### src/rtl/heap_feeder.sv
// heap_feeder: frames a stream of items into a hardware heap and drains it.
// A frame runs IDLE -> INIT -> FILL -> DRAIN -> FLUSH -> IDLE. The heap
// absorbs one item per two cycles, so FILL inserts a gap cycle after every
// accept. Optional build macro HEAP_FEEDER_ZKEY_DROP_EN: accepted items whose
// key field is all-zero are handshaken but not written into the heap.
module heap_feeder #(
  parameter int DATA_WIDTH = 8,
  parameter int KEY_WIDTH  = 4,
  parameter int NLEVELS    = 2
) (
  input  logic                  clk,
  input  logic                  rstn,
  input  logic                  frame_start,
  input  logic                  frame_end,
  input  logic                  in_valid,
  output logic                  in_ready,
  input  logic [DATA_WIDTH-3:0] in_data,
  output logic [DATA_WIDTH-1:0] heap_din,
  output logic                  heap_en,
  output logic                  heap_init,
  output logic                  heap_flush,
  input  logic [DATA_WIDTH-1:0] heap_dout,
  input  logic                  heap_valid,
  input  logic                  heap_empty,
  output logic                  out_valid,
  output logic [DATA_WIDTH-3:0] out_data,
  output logic                  done,
  output logic                  busy
);

  localparam int HEAP_SIZE = (2 ** (NLEVELS + 1)) - 1;

  // Elaboration-time sanity checks on the configuration.
  if (KEY_WIDTH < 1 || KEY_WIDTH > DATA_WIDTH - 2) begin : g_bad_key
    $error("heap_feeder: KEY_WIDTH must fit inside the item payload");
  end
  if (HEAP_SIZE < 1) begin : g_bad_levels
    $error("heap_feeder: NLEVELS yields an empty heap");
  end

  typedef enum logic [2:0] {
    IDLE,
    INIT,
    FILL,
    DRAIN,
    FLUSH
  } state_t;

  state_t                state_q;
  logic [1:0]            gap_q;
  logic                  drain_q;
  logic                  in_ready_q;
  logic                  heap_init_q;
  logic                  heap_flush_q;
  logic                  out_valid_q;
  logic                  done_q;
  logic                  busy_q;
  logic [DATA_WIDTH-1:0] heap_din_q;
  logic [DATA_WIDTH-1:0] heap_din_d;
  logic [DATA_WIDTH-3:0] out_data_q;
  logic                  accept;
  logic                  issue;

  // The two heap-word flag bits are never forwarded downstream.
  logic unused_dout_msbs;
  assign unused_dout_msbs = ^heap_dout[DATA_WIDTH-1:DATA_WIDTH-2];

  // Handshake and heap write strobe, combinational from the registered ready.
  always_comb begin
    accept = in_valid & in_ready_q;
`ifdef HEAP_FEEDER_ZKEY_DROP_EN
    issue  = accept & (|in_data[KEY_WIDTH-1:0]);
`else
    issue  = accept;
`endif
    heap_din_d = heap_din_q;
    if (issue) begin
      heap_din_d = {2'b00, in_data};
    end
  end

  assign in_ready   = in_ready_q;
  assign heap_en    = issue;
  assign heap_din   = heap_din_d;
  assign heap_init  = heap_init_q;
  assign heap_flush = heap_flush_q;
  assign out_valid  = out_valid_q;
  assign out_data   = out_data_q;
  assign done       = done_q;
  assign busy       = busy_q;

  // Frame sequencing FSM; every output it drives is registered.
  always_ff @(posedge clk or negedge rstn) begin
    if (!rstn) begin
      state_q      <= IDLE;
      gap_q        <= '0;
      drain_q      <= 1'b0;
      in_ready_q   <= 1'b0;
      heap_init_q  <= 1'b0;
      heap_flush_q <= 1'b0;
      out_valid_q  <= 1'b0;
      out_data_q   <= '0;
      done_q       <= 1'b0;
      busy_q       <= 1'b0;
      heap_din_q   <= '0;
    end else begin
      heap_din_q  <= heap_din_d;
      done_q      <= 1'b0;
      out_valid_q <= 1'b0;
      case (state_q)
        IDLE: begin
          in_ready_q <= 1'b0;
          if (frame_start) begin
            state_q     <= INIT;
            heap_init_q <= 1'b1;
            busy_q      <= 1'b1;
          end
        end
        INIT: begin
          heap_init_q <= 1'b0;
          gap_q       <= '0;
          in_ready_q  <= 1'b1;
          state_q     <= FILL;
        end
        FILL: begin
          // frame_end wins over the gap logic; a same-cycle accept has
          // already been issued combinationally.
          if (frame_end) begin
            state_q    <= DRAIN;
            in_ready_q <= 1'b0;
            gap_q      <= '0;
            drain_q    <= 1'b0;
          end else if (accept) begin
            gap_q      <= 2'd1;
            in_ready_q <= 1'b0;
          end else if (gap_q != 2'd0) begin
            gap_q      <= gap_q - 2'd1;
            in_ready_q <= (gap_q == 2'd1);
          end else begin
            in_ready_q <= 1'b1;
          end
        end
        DRAIN: begin
          in_ready_q <= 1'b0;
          if (drain_q) begin
            state_q      <= FLUSH;
            heap_flush_q <= 1'b1;
            out_valid_q  <= heap_valid;
            if (heap_valid) begin
              out_data_q <= heap_dout[DATA_WIDTH-3:0];
            end
          end else begin
            drain_q <= 1'b1;
          end
        end
        FLUSH: begin
          if (heap_empty) begin
            state_q      <= IDLE;
            heap_flush_q <= 1'b0;
            done_q       <= 1'b1;
            busy_q       <= 1'b0;
          end else begin
            out_valid_q <= heap_valid;
            if (heap_valid) begin
              out_data_q <= heap_dout[DATA_WIDTH-3:0];
            end
          end
        end
        default: begin
          state_q      <= IDLE;
          in_ready_q   <= 1'b0;
          heap_init_q  <= 1'b0;
          heap_flush_q <= 1'b0;
          busy_q       <= 1'b0;
        end
      endcase
    end
  end

endmodule

### config.mk
export PLATFORM = sky130hd
export DESIGN_NAME = heap_feeder
export DESIGN_NICKNAME = d
export VERILOG_FILES = /design/src/rtl/heap_feeder.sv
export SDC_FILE = /design/constraint.sdc
export NUM_CORES = 1
export LEC_CHECK = 0
export CAP_MARGIN = 20
export CORE_MARGIN = 2
export CORE_UTILIZATION = 40
export DETAILED_ROUTE_END_ITERATION = 10
export HOLD_SLACK_MARGIN = 0.05
export PLACE_DENSITY = 0.73
export SLEW_MARGIN = 20
export SYNTH_ARGS = -nofsm -noshare
export SYNTH_HDL_FRONTEND = slang
export SYNTH_SLANG_ARGS = --single-unit
### constraint.sdc
create_clock -name clk -period 1.75 [get_ports clk]
set_clock_uncertainty 0.15 [all_clocks]
set_input_delay 0.2625 -clock clk [delete_from_list [all_inputs] [get_ports clk]]
set_output_delay 0.2625 -clock clk [all_outputs]
set_load 0.02 [all_outputs]
==> impl_metrics.tcl, run 1 <==
set metrics [dict create \
    outcome "complete, but fails checks" \
    violations "setup timing" \
    post_drt_wl_per_cell_um 14.3 \
    clock_insertion_delay_worst_skew_ns 0.31 \
    muxShareOfSynthArea_pct 13.6 \
    place_congestion 0.738 \
    crit_cells 3 \
    finalPower_mw 2.86 \
    criticalPathCategory "reg -> out" \
    synth_area_sq_mm 0.00114 \
    powerDensity_mw_per_mm2 1660 \
    worstMarginPinSlew_ns 0.330 \
    startpoint "in_ready$_DFFE_PN0P_" \
    grtUsageTotal_pct 14.9 \
    grt_pass1_vias 882 \
    min_period_ns 1.79 \
    drtPass1Iterations 4 \
    clkTransAtPathRegs_ns 0.14 \
    die_h_um 57.5 \
    stdcell_count 171 \
    avgSynthCellArea_sq_um 12.7 \
    synth.distinct_cells 29 \
    die_w_um 57.5 \
    endpoint_kind "output port" \
    finalHoldViolCount 0 \
    setup_viol 5 \
    layout_commonest_cell "dfrtp_1" \
    fin_ws_ns -0.0358 \
    cp_data_arrival_time_ns 1.37 \
    cp.required_ns 1.34 \
    numCtsBuffers 3 \
    grt_pass1_wl_um 3820 \
    antenna_found_initial 0 \
    hold_class "in -> async" \
    synth.net_count 113 \
    cp_num_buf_inv 1 \
    root_buffer "clkbuf_4" \
    ys_seq_area_share_pct 56.8 \
    via_per_inst 5.05 \
    grt_max_degree 27 \
    final_layout_size_suffix_gt1_share_pct 30.7 \
    maxCapViolations 0 \
    final_cell_mix "25 x dfrtp_1, 20 x clkdlybuf4s50_1, 10 x buf_4" \
    drc 0 \
    path_delay_family "flip-flops" \
    post_synth_and_or_nand_nor_area_fraction_pct 13.9 \
    yosysWarnings 0 \
    synth-seq-cells 26 \
    fmax_mhz 560 \
    drtAntennaViolNets 0 \
    place_inst 163 \
    clockBufferDepth 2 \
    synth-edff-count 0 \
    synth_compound_area_share_pct 9.40 \
    fin_crit_sh_pct 102 \
    rsz0062_at_grt "yes" \
    placed_cell_area_sq_mm 0.00160 \
    port_buffers 39 \
    cts_tree "built" \
    finalWirelength_um 2440 \
    drt_iter0_markers 15 \
    num_rows 19 \
    synthAdderAreaFrac_pct 2.19 \
    syn2layout_area_growth_pct 50.8 \
    critical_path.max_fanout 5 \
    async_flop_share_pct 100 \
    start_util_pct 41.9 \
    synth_xor_area_share_pct 0.765 \
    leakagePower_nw 0.886 \
    ys.flop_type "dfrtp_1" \
    timing.rr.start "state_q[2]$_DFFE_PN0P_" \
    ios 42 \
    fin_nets 164 \
    syn_inst 90 \
    num_vias 864 \
    core_area_sq_mm 0.00273 \
    crit_path_start_kind "flip-flop" \
    crit_chain "nand2_4, mux2_4, buf_6" \
    max_stage_delay_ns 0.48 \
    cpMaxStageDelayCell "dfrtp_2" \
    dp_hpwl_um 1730 \
    clock-sinks 26 \
    die_area_sq_mm 0.00331 \
    gr-total-overflow 0 \
    peakVddDrop_mv 1.23 \
    ctsHoldBuffers 0 \
    synth_top_family_by_area "simple AND/OR/NAND/NOR gates" \
    diodes 0 \
    maxSlewViolCount 0 \
    rr_worst_depth 3 \
    htreeDepth 1 \
    max_slew_margin_pct 78.0 \
    final_cell_area_sq_mm 0.00173 \
]
-- cells in the mapped netlist (2+ instances only) --
| master | count | area [sq um] |
|---|---|---|
| buf_4 | 2 | 15.0 |
| and3_1 | 2 | 12.5 |
| nor3_1 | 2 | 10.0 |
| o21ai_0 | 6 | 30.0 |
| mux2_2 | 12 | 135 |
| dfrtp_1 | 26 | 651 |
| and2_1 | 2 | 12.5 |
| inv_1 | 4 | 15.0 |
| nand2_1 | 7 | 26.3 |
| nor2_1 | 4 | 15.0 |
| mux2i_1 | 2 | 20.0 |
| nor2b_1 | 2 | 12.5 |
| nor4b_4 | 2 | 47.6 |
| ha_1 | 2 | 25.0 |
-- through the flow --
stage | hold WS, ns | worst slack [ns] | setup TNS [ns] | utilization, %
6_report | 0.141 | -0.0358 | -0.170 | 63.2
5_1_grt | 0.156 | -0.0913 | -0.484 | 63.2
4_1_cts | 0.145 | -0.0799 | -0.461 | 59.2
3_5_place_dp | 0.319 | -0.560 | -5.07 | 58.6
3_3_place_gp | 0.320 | -0.563 | -4.91 | 58.6
2_1_floorplan | -0.183 | 0.0381 | 0 | -
-- final timing paths --
| check | slack (ns) | endpoint |
|---|---|---|
| min reg2reg | 0.34 | heap_din_q[6]$_DFF_PN0_ |
| max reg2reg | 0.09 | out_data[0]$_DFFE_PN0P_ |
| min in group clk | 0.28 | heap_din_q[6]$_DFF_PN0_ |
| max in group asynchronous | 1.05 | in_ready$_DFFE_PN0P_ |
| max | -0.04 | heap_din[5] |
| min | 0.14 | out_data[3]$_DFFE_PN0P_ |
-- report_power, final --
group / total [mW] / switching [mW] / internal, mW
clock network: 0.302 / 0.175 / 0.127
registers: 1.01 / 0.164 / 0.848
logic: 1.55 / 0.730 / 0.818
-- cell type report --
| type | instances | area [sq um] |
|---|---|---|
| repair buffers | 49 | 485 |
| multi-input cells | 57 | 499 |
| clock buffers | 4 | 36.3 |
| flip-flops and latches | 26 | 652 |
| inverters | 4 | 15.0 |
| fillers | 222 | 1010 |
| well taps | 31 | 38.8 |
-- kinds of logic (layout without fill, tap and decap cells) --
family | Yosys count | in the layout
muxes | 14 | 14
and+or+nand+nor | 24 | 25
DFF | 26 | 26
xor gates and xnor gates | 1 | 1
adders and majority gates | 2 | 2
buffers and inverters | 8 | 57
AOI/OAI and AO/OA | 15 | 15
-- routing by layer --
metal	track usage [%]	part of all wire (%)
met5	0	0
met4	6.64	1.5
met3	2.04	4.0
met2	26.1	52
met1	18.0	42
-- registers in the layout, summed over array words and instances, names as in the netlist --
| register | count |
|---|---|
| drain_q | 1 |
| in_ready | 1 |
| busy | 1 |
| out_valid | 1 |
| heap_din_q | 8 |
| out_data | 6 |
| done | 1 |
| heap_flush | 1 |
| state_q | 3 |
| gap_q | 2 |
| heap_init | 1 |
-- what timing repair did --
action,CTS,global route
pin swaps,1,1
endpoints found under the setup margin,10,16
endpoints found under the hold margin,0,0
setup buffers,1,2
gates cloned,0,1
gates resized for setup,35,35
-- worst register-to-register path, stage by stage (launching register included) --
cell and delay [ns]:
dfrtp_1 0.50, and4b_1 0.27, o21ai_4 0.25, mux2_2 0.38
Note: power is estimated with default switching activity, not from simulation.
==> inputs of run 2 (changes only) <==
--- a/config.mk
+++ b/config.mk
@@ -7,10 +7,11 @@
 export LEC_CHECK = 0
 export CAP_MARGIN = 20
 export CORE_MARGIN = 2
-export CORE_UTILIZATION = 40
+export CORE_UTILIZATION = 43
 export DETAILED_ROUTE_END_ITERATION = 10
 export HOLD_SLACK_MARGIN = 0.05
-export PLACE_DENSITY = 0.73
+export PLACE_DENSITY = 0.78
+export SKIP_LAST_GASP = 1
 export SLEW_MARGIN = 20
 export SYNTH_ARGS = -nofsm -noshare
 export SYNTH_HDL_FRONTEND = slang
==> impl_metrics.tcl, run 2 (synthesis results as in run 1) <==
set metrics [dict create \
    outcome "complete, but fails checks" \
    violations "setup timing" \
    leakagePower_nw 0.908 \
    via_per_inst 5.22 \
    crit_chain "nand2_4, buf_4, mux2_4, buf_6" \
    port_buffers 39 \
    fin_nets 166 \
    root_buffer "clkbuf_4" \
    grt_pass1_wl_um 4190 \
    drc 0 \
    fmax_mhz 543 \
    regMostFlops "heap_din_q" \
    grtUsageTotal_pct 17.3 \
    cts_tree "built" \
    setup_viol 7 \
    path_delay_family "flip-flops" \
    clkTransAtPathRegs_ns 0.14 \
    clock-sinks 26 \
    post_drt_wl_per_cell_um 15.0 \
    grt_pass1_vias 966 \
    max_stage_delay_ns 0.43 \
    drtPass1Iterations 4 \
    stdcell_count 172 \
    hold_class "in -> async" \
    fin_ws_ns -0.0932 \
    die_area_sq_mm 0.00309 \
    drt_iter0_markers 13 \
    ctsHoldBuffers 0 \
    hold_slack_ns 0.146 \
    numCtsBuffers 3 \
    finalPower_mw 2.83 \
    cp.required_ns 1.34 \
    num_vias 898 \
    powerDensity_mw_per_mm2 1630 \
    clockBufferDepth 2 \
    syn2layout_area_growth_pct 51.9 \
    finalSetupTns_ns -0.498 \
    clock_insertion_delay_worst_skew_ns 0.32 \
    peakVddDrop_mv 1.19 \
    rrSetupSlack_ns 0.15 \
    rsz0062_at_grt "yes" \
    cp_data_arrival_time_ns 1.43 \
    diodes 0 \
    fin_crit_sh_pct 105 \
    min_period_ns 1.84 \
    place_inst 161 \
    final_cell_mix "26 x dfrtp_1, 18 x clkdlybuf4s50_1, 13 x buf_4" \
    worstMarginPinSlew_ns 0.330 \
    core_area_sq_mm 0.00250 \
    drtAntennaViolNets 0 \
    final_layout_size_suffix_gt1_share_pct 31.0 \
    gr-total-overflow 0 \
    die_h_um 55.6 \
    antenna_found_initial 0 \
    max_slew_margin_pct 78.0 \
    finalWirelength_um 2580 \
    ios 42 \
    finalHoldViolCount 0 \
    maxCapViolations 0 \
    cp_num_buf_inv 2 \
    num_rows 18 \
    die_w_um 55.6 \
    endpoint_kind "output port" \
    layout_commonest_cell "dfrtp_1" \
    grt_max_degree 27 \
    cpMaxStageDelayCell "dfrtp_1" \
    critical_path.max_fanout 8 \
    dp_hpwl_um 1730 \
    htreeDepth 1 \
    start_util_pct 45.8 \
    crit_path_start_kind "flip-flop" \
    criticalPathCategory "reg -> out" \
    place_congestion 0.730 \
    largest_register_ffs 8 \
    maxSlewViolCount 0 \
]
[run 2: per-stage QoR]
step	instance area [sq um]	utilization, %	setup WS, ns
after global routing	1740	69.6	-0.155
final	1740	69.6	-0.0932
after CTS	1700	67.8	-0.161
after detailed placement	1590	63.8	-0.542
after global placement	1590	63.8	-0.530
after floorplan	1140	-	0.0381
[run 2: layout make-up]
type,count,area (sq um)
Inverter,4,15.0
Sequential cell,26,651
Fill cell,194,761
Tap cell,30,37.5
Clock buffer,4,36.3
Multi-Input combinational cell,56,487
Timing Repair Buffer,52,513
[run 2: where the power goes]
group	leakage, nW	switching [mW]	internal [mW]
Combinational	0.565	0.733	0.786
Clock	0.0210	0.175	0.127
Sequential	0.322	0.161	0.847
Total	0.908	1.07	1.76
[run 2: path summary, 6_finish.rpt]
check / start / endpoint / cells past startpoint
worst min register to register: state_q[2]$_DFFE_PN0P_ / state_q[0]$_DFFE_PN0P_ / 1
worst max register to register: state_q[0]$_DFFE_PN0P_ / out_data[4]$_DFFE_PN0P_ / 3
worst max-delay path: in_ready$_DFFE_PN0P_ / heap_din[3] / 4
max in group asynchronous: rstn / heap_din_q[4]$_DFF_PN0_ / 2
min in group clk: in_valid / heap_din_q[2]$_DFF_PN0_ / 3
worst min-delay path: rstn / heap_din_q[1]$_DFF_PN0_ / 2
[run 2: layer usage]
| metal | wire length [um] | global-route usage [%] |
|---|---|---|
| met1 | 1020 | 20.6 |
| met2 | 1370 | 29.6 |
| met3 | 191 | 6.28 |
| met4 | 0 | 4.53 |
| met5 | 0 | 0 |
[run 2: timing repair]
| action | CTS | global route |
|---|---|---|
| gates resized for setup | 51 | 17 |
| gates cloned | 0 | 0 |
| pin swaps | 1 | 1 |
| buffers inserted | 6 | 1 |
| endpoints found under the setup margin | 11 | 17 |
==> variant 1: new RTL, config.mk and constraints of run 2 <==
Change the parameter `DATA_WIDTH` from 8 to 6.
--- a/src/rtl/heap_feeder.sv
+++ b/src/rtl/heap_feeder.sv
@@ -6,3 +6,3 @@
 module heap_feeder #(
-  parameter int DATA_WIDTH = 8,
+  parameter int DATA_WIDTH = 6,
   parameter int KEY_WIDTH  = 4,
Ports: changed (resized heap_din, heap_dout, in_data and out_data); port bits go from 42 to 34. The function was not compared with the original's and may differ.
==> variant 1 against run 2 <==
The flow still finishes with violations (negative setup slack). Total power shrank 16%. Via count shrank 15%. Sequential share of layout area grew 0.49 points. Largest cell class unchanged. Cell area shrank 16%. Critical path depth is the same. Clock power shrank 8.9%. Die area shrank 12%. Largest power group unchanged. Wire length shrank 21%. First-iteration DRC count grew 7.7%. Setup slack gained 0.048 ns. Maximum frequency grew 2.7%. Synthesized area shrank 13%. Sequential cell count shrank 4.
==> variant 1: results (changes against run 2) <==
- The signal arrival time at the worst endpoint came to 1.38 ns (was 1.43 ns).
* Highest routed layer: met4 (was met3)
* Largest net degree at the start of global routing: 23 (was 27)
- The total routed wirelength is 2.03 mm (was 2.58 mm).
- Syn avg cell area: 12.1 um2 (was 12.7 um2)
- The worst-case setup margin in the final layout came to -0.0449 ns (was -0.0932 ns).
- Global routing usage on met1: 21.4% (was 20.6%)
- Power spent charging and discharging nets: 882 uW (was 1.07 mW)
- The adder and majority cell fraction of the synthesized area was 2.51% (was 2.19%).
* Post-Syn Nets: 101 (was 113)
- GR Layer Usage met2: 31.2% (was 29.6%)
- The capturing element of the worst setup path is heap_din[2] (was heap_din[3]).
* Layout Utilization: 66.3% (was 69.6%)
* Via-to-Cell Ratio: 5.02 (was 5.22)
- # fillers: 173 (was 194)
- Setup-violating endpoint count in the final report: 4 (was 7)
- The worst reg2reg path endpoint is gap_q[1]$_DFFE_PN0P_ (was out_data[4]$_DFFE_PN0P_).
- The number of I/O port buffers came to 31 (was 39).
- The clock latency of the later-clocked register in the worst-skew pair is 0.30 ns (was 0.32 ns).
- The depth of the worst register-to-register path is 4 (was 3).
- Maximum resistive drop on vdd: 969 uV (was 1190 uV)
* Routed length on met3: 46 um (was 191 um)
- Max FFs per register: 6 (was 8)
- Status: finished, violations left (unchanged).
* Biggest fanout along the worst timing path: 5 (was 8)
- The complex-gate fraction of the synthesized area was 10.1% (was 9.40%).
- The met3 usage in global routing came to 2.01% (was 6.28%).
* Failing checks: negative setup slack (unchanged)
* Layout Nets: 144 (was 166)
- The transition time of the tightest slew-check pin is 0.297 ns (was 0.330 ns).
* Multiplexer area fraction after synthesis: 11.1% (was 13.6%)
- Cell area after placement: 0.00137 mm2 (was 0.00159 mm2)
- The static leakage power is 0.703 nW (was 0.908 nW).
## variant 1: cell count changes in the layout (fill, tap and decap cells not counted), moves of 2 or more
| cell | before | now |
|---|---|---|
| sky130_fd_sc_hd__dlymetal6s2s_1 | 10 | 3 |
| sky130_fd_sc_hd__buf_4 | 13 | 9 |
| sky130_fd_sc_hd__dfrtp_1 | 26 | 22 |
| sky130_fd_sc_hd__and2_1 | 0 | 2 |
| sky130_fd_sc_hd__and2_4 | 2 | 0 |
| sky130_fd_sc_hd__buf_6 | 7 | 5 |
| sky130_fd_sc_hd__mux2_2 | 7 | 5 |
| sky130_fd_sc_hd__mux2_4 | 5 | 3 |
## variant 1: repair_timing
item	in CTS	in global routing
gates resized for setup	36	7
hold buffers	0	0
pin swaps	1	1
gates cloned	0	0
buffers inserted	4	0
setup endpoints to repair	8	8
## variant 1: power groups by stage
stage / registers, mW / clock network (mW) / logic, mW
CTS: 0.843 / 0.294 / 1.26
detailed placement: 0.851 / 0 / 1.20
global route: 0.869 / 0.304 / 1.36
floorplan: 0.941 / 0 / 0.633
finish: 0.842 / 0.275 / 1.25
global placement: 0.837 / 0 / 1.17
## variant 1: how the worst min path moves through the flow
stage	depth (start not counted)	slack (ns)	end
6_report	2	0.14	in_ready$_DFFE_PN0P_
2_1_floorplan	0	-0.18	busy$_DFFE_PN0P_
4_1_cts	2	0.13	gap_q[1]$_DFFE_PN0P_
3_3_place_gp	1	0.32	heap_din_q[5]$_DFF_PN0_
5_1_grt	2	0.17	gap_q[1]$_DFFE_PN0P_
3_5_place_dp	1	0.32	heap_din_q[5]$_DFF_PN0_
## variant 1: final cells by class
cell class	count	area share [%]
sequential	22	37.9
multi-input combinational	52	29.0
tap	28	2.41
inverter	4	1.03
clock buffer	4	2.50
timing repair buffer	42	27.1
==> variant 2: new RTL, config.mk and constraints of run 2 <==
Made on the original files. `heap_din_q` no longer has a reset.
--- a/src/rtl/heap_feeder.sv
+++ b/src/rtl/heap_feeder.sv
@@ -104,5 +104,3 @@
       busy_q       <= 1'b0;
-      heap_din_q   <= '0;
     end else begin
-      heap_din_q  <= heap_din_d;
       done_q      <= 1'b0;
@@ -179,2 +177,6 @@
 
+  always_ff @(posedge clk) begin
+    heap_din_q <= heap_din_d;
+  end
+
 endmodule
Behaviour: differs if rstn is asserted again (counterexample within 4 cycles, from zero or initial values and one cycle with rstn low); with rstn held inactive, the same outputs for 10 cycles.
==> variant 2 against run 2 <==
The flow still finishes with violations (negative setup slack). Cell area is 2.7% lower. Critical path type unchanged. Critical endpoint is now heap_din[0]. Total power grew 2.9%. Synthesized area decreased by 3.5%. Sequential cell count unchanged. Die area down 3.2%. Critical path depth is the same. Setup slack lost 0.030 ns. Wire length shrank 1.9%. Cell count down 0.58%.
==> variant 2: results (changes against run 2) <==
- Synth cell types: 30 (was 29)
- HPWL after DPL: 1.69 mm (was 1.73 mm)
* Netlist area before placement: 0.00110 mm2 (was 0.00114 mm2)
- Failing checks: negative setup slack (unchanged)
- The reported clock group power was 410 uW (was 302 uW).
- Count of input and output buffers: 39 (unchanged)
- Commonest register cell after synthesis: sky130_fd_sc_hd__dfrtp_1 (unchanged)
* Arrival time worst endpoint: 1.46 ns (was 1.43 ns)
* Max FFs per register: 8 (unchanged)
* Largest net degree at the start of global routing: 19 (was 27)
- Via count of the first global-routing pass: 839 (was 966)
- The total routed wirelength came to 2.53 mm (was 2.58 mm).
- The relative slew slack is 78.1% (was 78.0%).
- The count of nets after finishing came to 165 (was 166).
- Insertion delay of the later-clocked pin in the worst-skew pair: 0.32 ns (about the same)
- The maximum VDD drop came to 1340 uV (was 1190 uV).
- The overall fraction of global-route tracks in use came to 18.7% (was 17.3%).
- The share of synthesized area occupied by flip-flops and latches came to 55.3% (was 56.8%).
* Hold crit path type: input pin to async pin (unchanged)
- Overall via count from detail_route: 881 (was 898)
- The post-CTS clock slew at the launch and capture registers of the worst setup and hold paths was 0.14 ns (about the same).
- The worst-case setup margin in the final layout was -0.123 ns (was -0.0932 ns).
* Status: finished, violations left (unchanged)
- Buffer depth of the longest clock path: 2 (unchanged)
* Internal power of the cells: 1.82 mW (was 1.76 mW)
- The first-pass GRT wire length is 3.86 mm (was 4.19 mm).
- Switching fraction of total power: 37.3% (was 37.8%)
* Top cells by count, synth: 18 x sky130_fd_sc_hd__dfrtp_1, 12 x sky130_fd_sc_hd__mux2_2, 8 x sky130_fd_sc_hd__dfxtp_1, 7 x sky130_fd_sc_hd__nand2_1, 6 x sky130_fd_sc_hd__o21ai_0 (was 26 x sky130_fd_sc_hd__dfrtp_1, 12 x sky130_fd_sc_hd__mux2_2, 7 x sky130_fd_sc_hd__nand2_1, 6 x sky130_fd_sc_hd__o21ai_0)
* Layout cells sized above 1: 31.2% (was 31.0%)
* Yosys warns: 0 (unchanged)
- Biggest fanout along the worst timing path: 5 (was 8)
* Logic power comb: 1.48 mW (was 1.52 mW)
- The number of failing setup endpoints in the final timing report came to 6 (was 7).
* Cell area after placement: 0.00156 mm2 (was 0.00159 mm2)
* Top cells by area, synth: sky130_fd_sc_hd__dfrtp_1 41%, sky130_fd_sc_hd__dfxtp_1 14%, sky130_fd_sc_hd__mux2_2 12% (was sky130_fd_sc_hd__dfrtp_1 57%, sky130_fd_sc_hd__mux2_2 12%, sky130_fd_sc_hd__nor4b_4 4.2%)
- Async set-or-reset flop fraction in the synthesized netlist: 69.2% (was 100%)
* Antenna Cells: 0 (unchanged)
- Number of clock buffers inserted by TritonCTS: 3 (unchanged)
* Placer congestion estimate: 0.746 (was 0.730)
* Number of iterations in the first detailed-routing pass: 4 (unchanged)
* Detailed router's first-iteration violation count: 14 (was 13)
* Number of antenna violations at the first check in global routing: 0 (unchanged)
- H-Tree Level Count: 1 (unchanged)
- Pleak: 0.854 nW (was 0.908 nW)
## variant 2: changes by cell type after synthesis, sizes merged
cell | before | now
dfxtp | 0 | 8
dfrtp | 26 | 18
## variant 2: worst paths after layout
check | start | end | slack [ns] | cells after the start
worst max-delay path | in_ready$_DFFE_PN0P_ | heap_din[0] | -0.12 | 4
min in group clk | heap_din_q[7]$_DFF_P_ | heap_din_q[7]$_DFF_P_ | 0.33 | 1
worst min-delay path | rstn | out_valid$_DFF_PN0_ | 0.10 | 2
max in group asynchronous | rstn | in_ready$_DFFE_PN0P_ | 1.13 | 2
worst min register to register | heap_din_q[7]$_DFF_P_ | heap_din_q[7]$_DFF_P_ | 0.33 | 1
worst max register to register | state_q[2]$_DFFE_PN0P_ | out_data[3]$_DFFE_PN0P_ | 0.15 | 3
## variant 2: what timing repair did
action                     in CTS  in global routing
setup buffers                   4                  0
pin swaps                       1                  2
gates resized for setup        52                 15
cloned                          1                  0
setup endpoints to repair      13                 16
## variant 2: cells by family (layout without fill, tap and decap cells)
family | Yosys count | after routing | share of synthesized area [%]
buffers and inverters | 8 | 58 | 3.51
AOI/OAI and AO/OA | 15 | 15 | 9.74
and+or+nand+nor | 24 | 25 | 14.4
xor gates and xnor gates | 1 | 1 | 0.793
muxes | 14 | 14 | 14.0
DFF | 26 | 26 | 55.3
adders and majority gates | 2 | 2 | 2.26
## variant 2: metal layers
metal	vias up	global-route usage (%)	share of wire, %
met5	-	0	0
met4	0	9.17	3.3
met3	8	5.74	6.2
met2	41	30.4	52
met1	411	22.2	39
li1	421	-	-
## variant 2: final cells by class
| type | count | area [um2] |
|---|---|---|
| Fill cell | 179 | 763 |
| Sequential cell | 26 | 612 |
| Multi-Input combinational cell | 57 | 494 |
| Timing Repair Buffer | 50 | 480 |
| Tap cell | 30 | 37.5 |
| Clock inverter | 1 | 30.0 |
| Clock buffer | 3 | 22.5 |
| Inverter | 4 | 15.0 |
## variant 2: worst max-delay path, stage by stage (launching register included)
cell and delay [ns]:
sky130_fd_sc_hd__dfrtp_2 0.48, sky130_fd_sc_hd__nand2_4 0.11, sky130_fd_sc_hd__buf_4 0.12, sky130_fd_sc_hd__mux2_4 0.30
sky130_fd_sc_hd__buf_6 0.13
## variant 2: per-stage QoR
stage | worst slack (ns) | TNS (ns) | instances
2_1_floorplan | 0.0388 | 0 | 90
3_3_place_gp | -0.579 | -5.02 | 162
3_5_place_dp | -0.596 | -5.18 | 162
4_1_cts | -0.199 | -0.803 | 171
5_1_grt | -0.182 | -0.894 | 171
6_report | -0.123 | -0.538 | 171
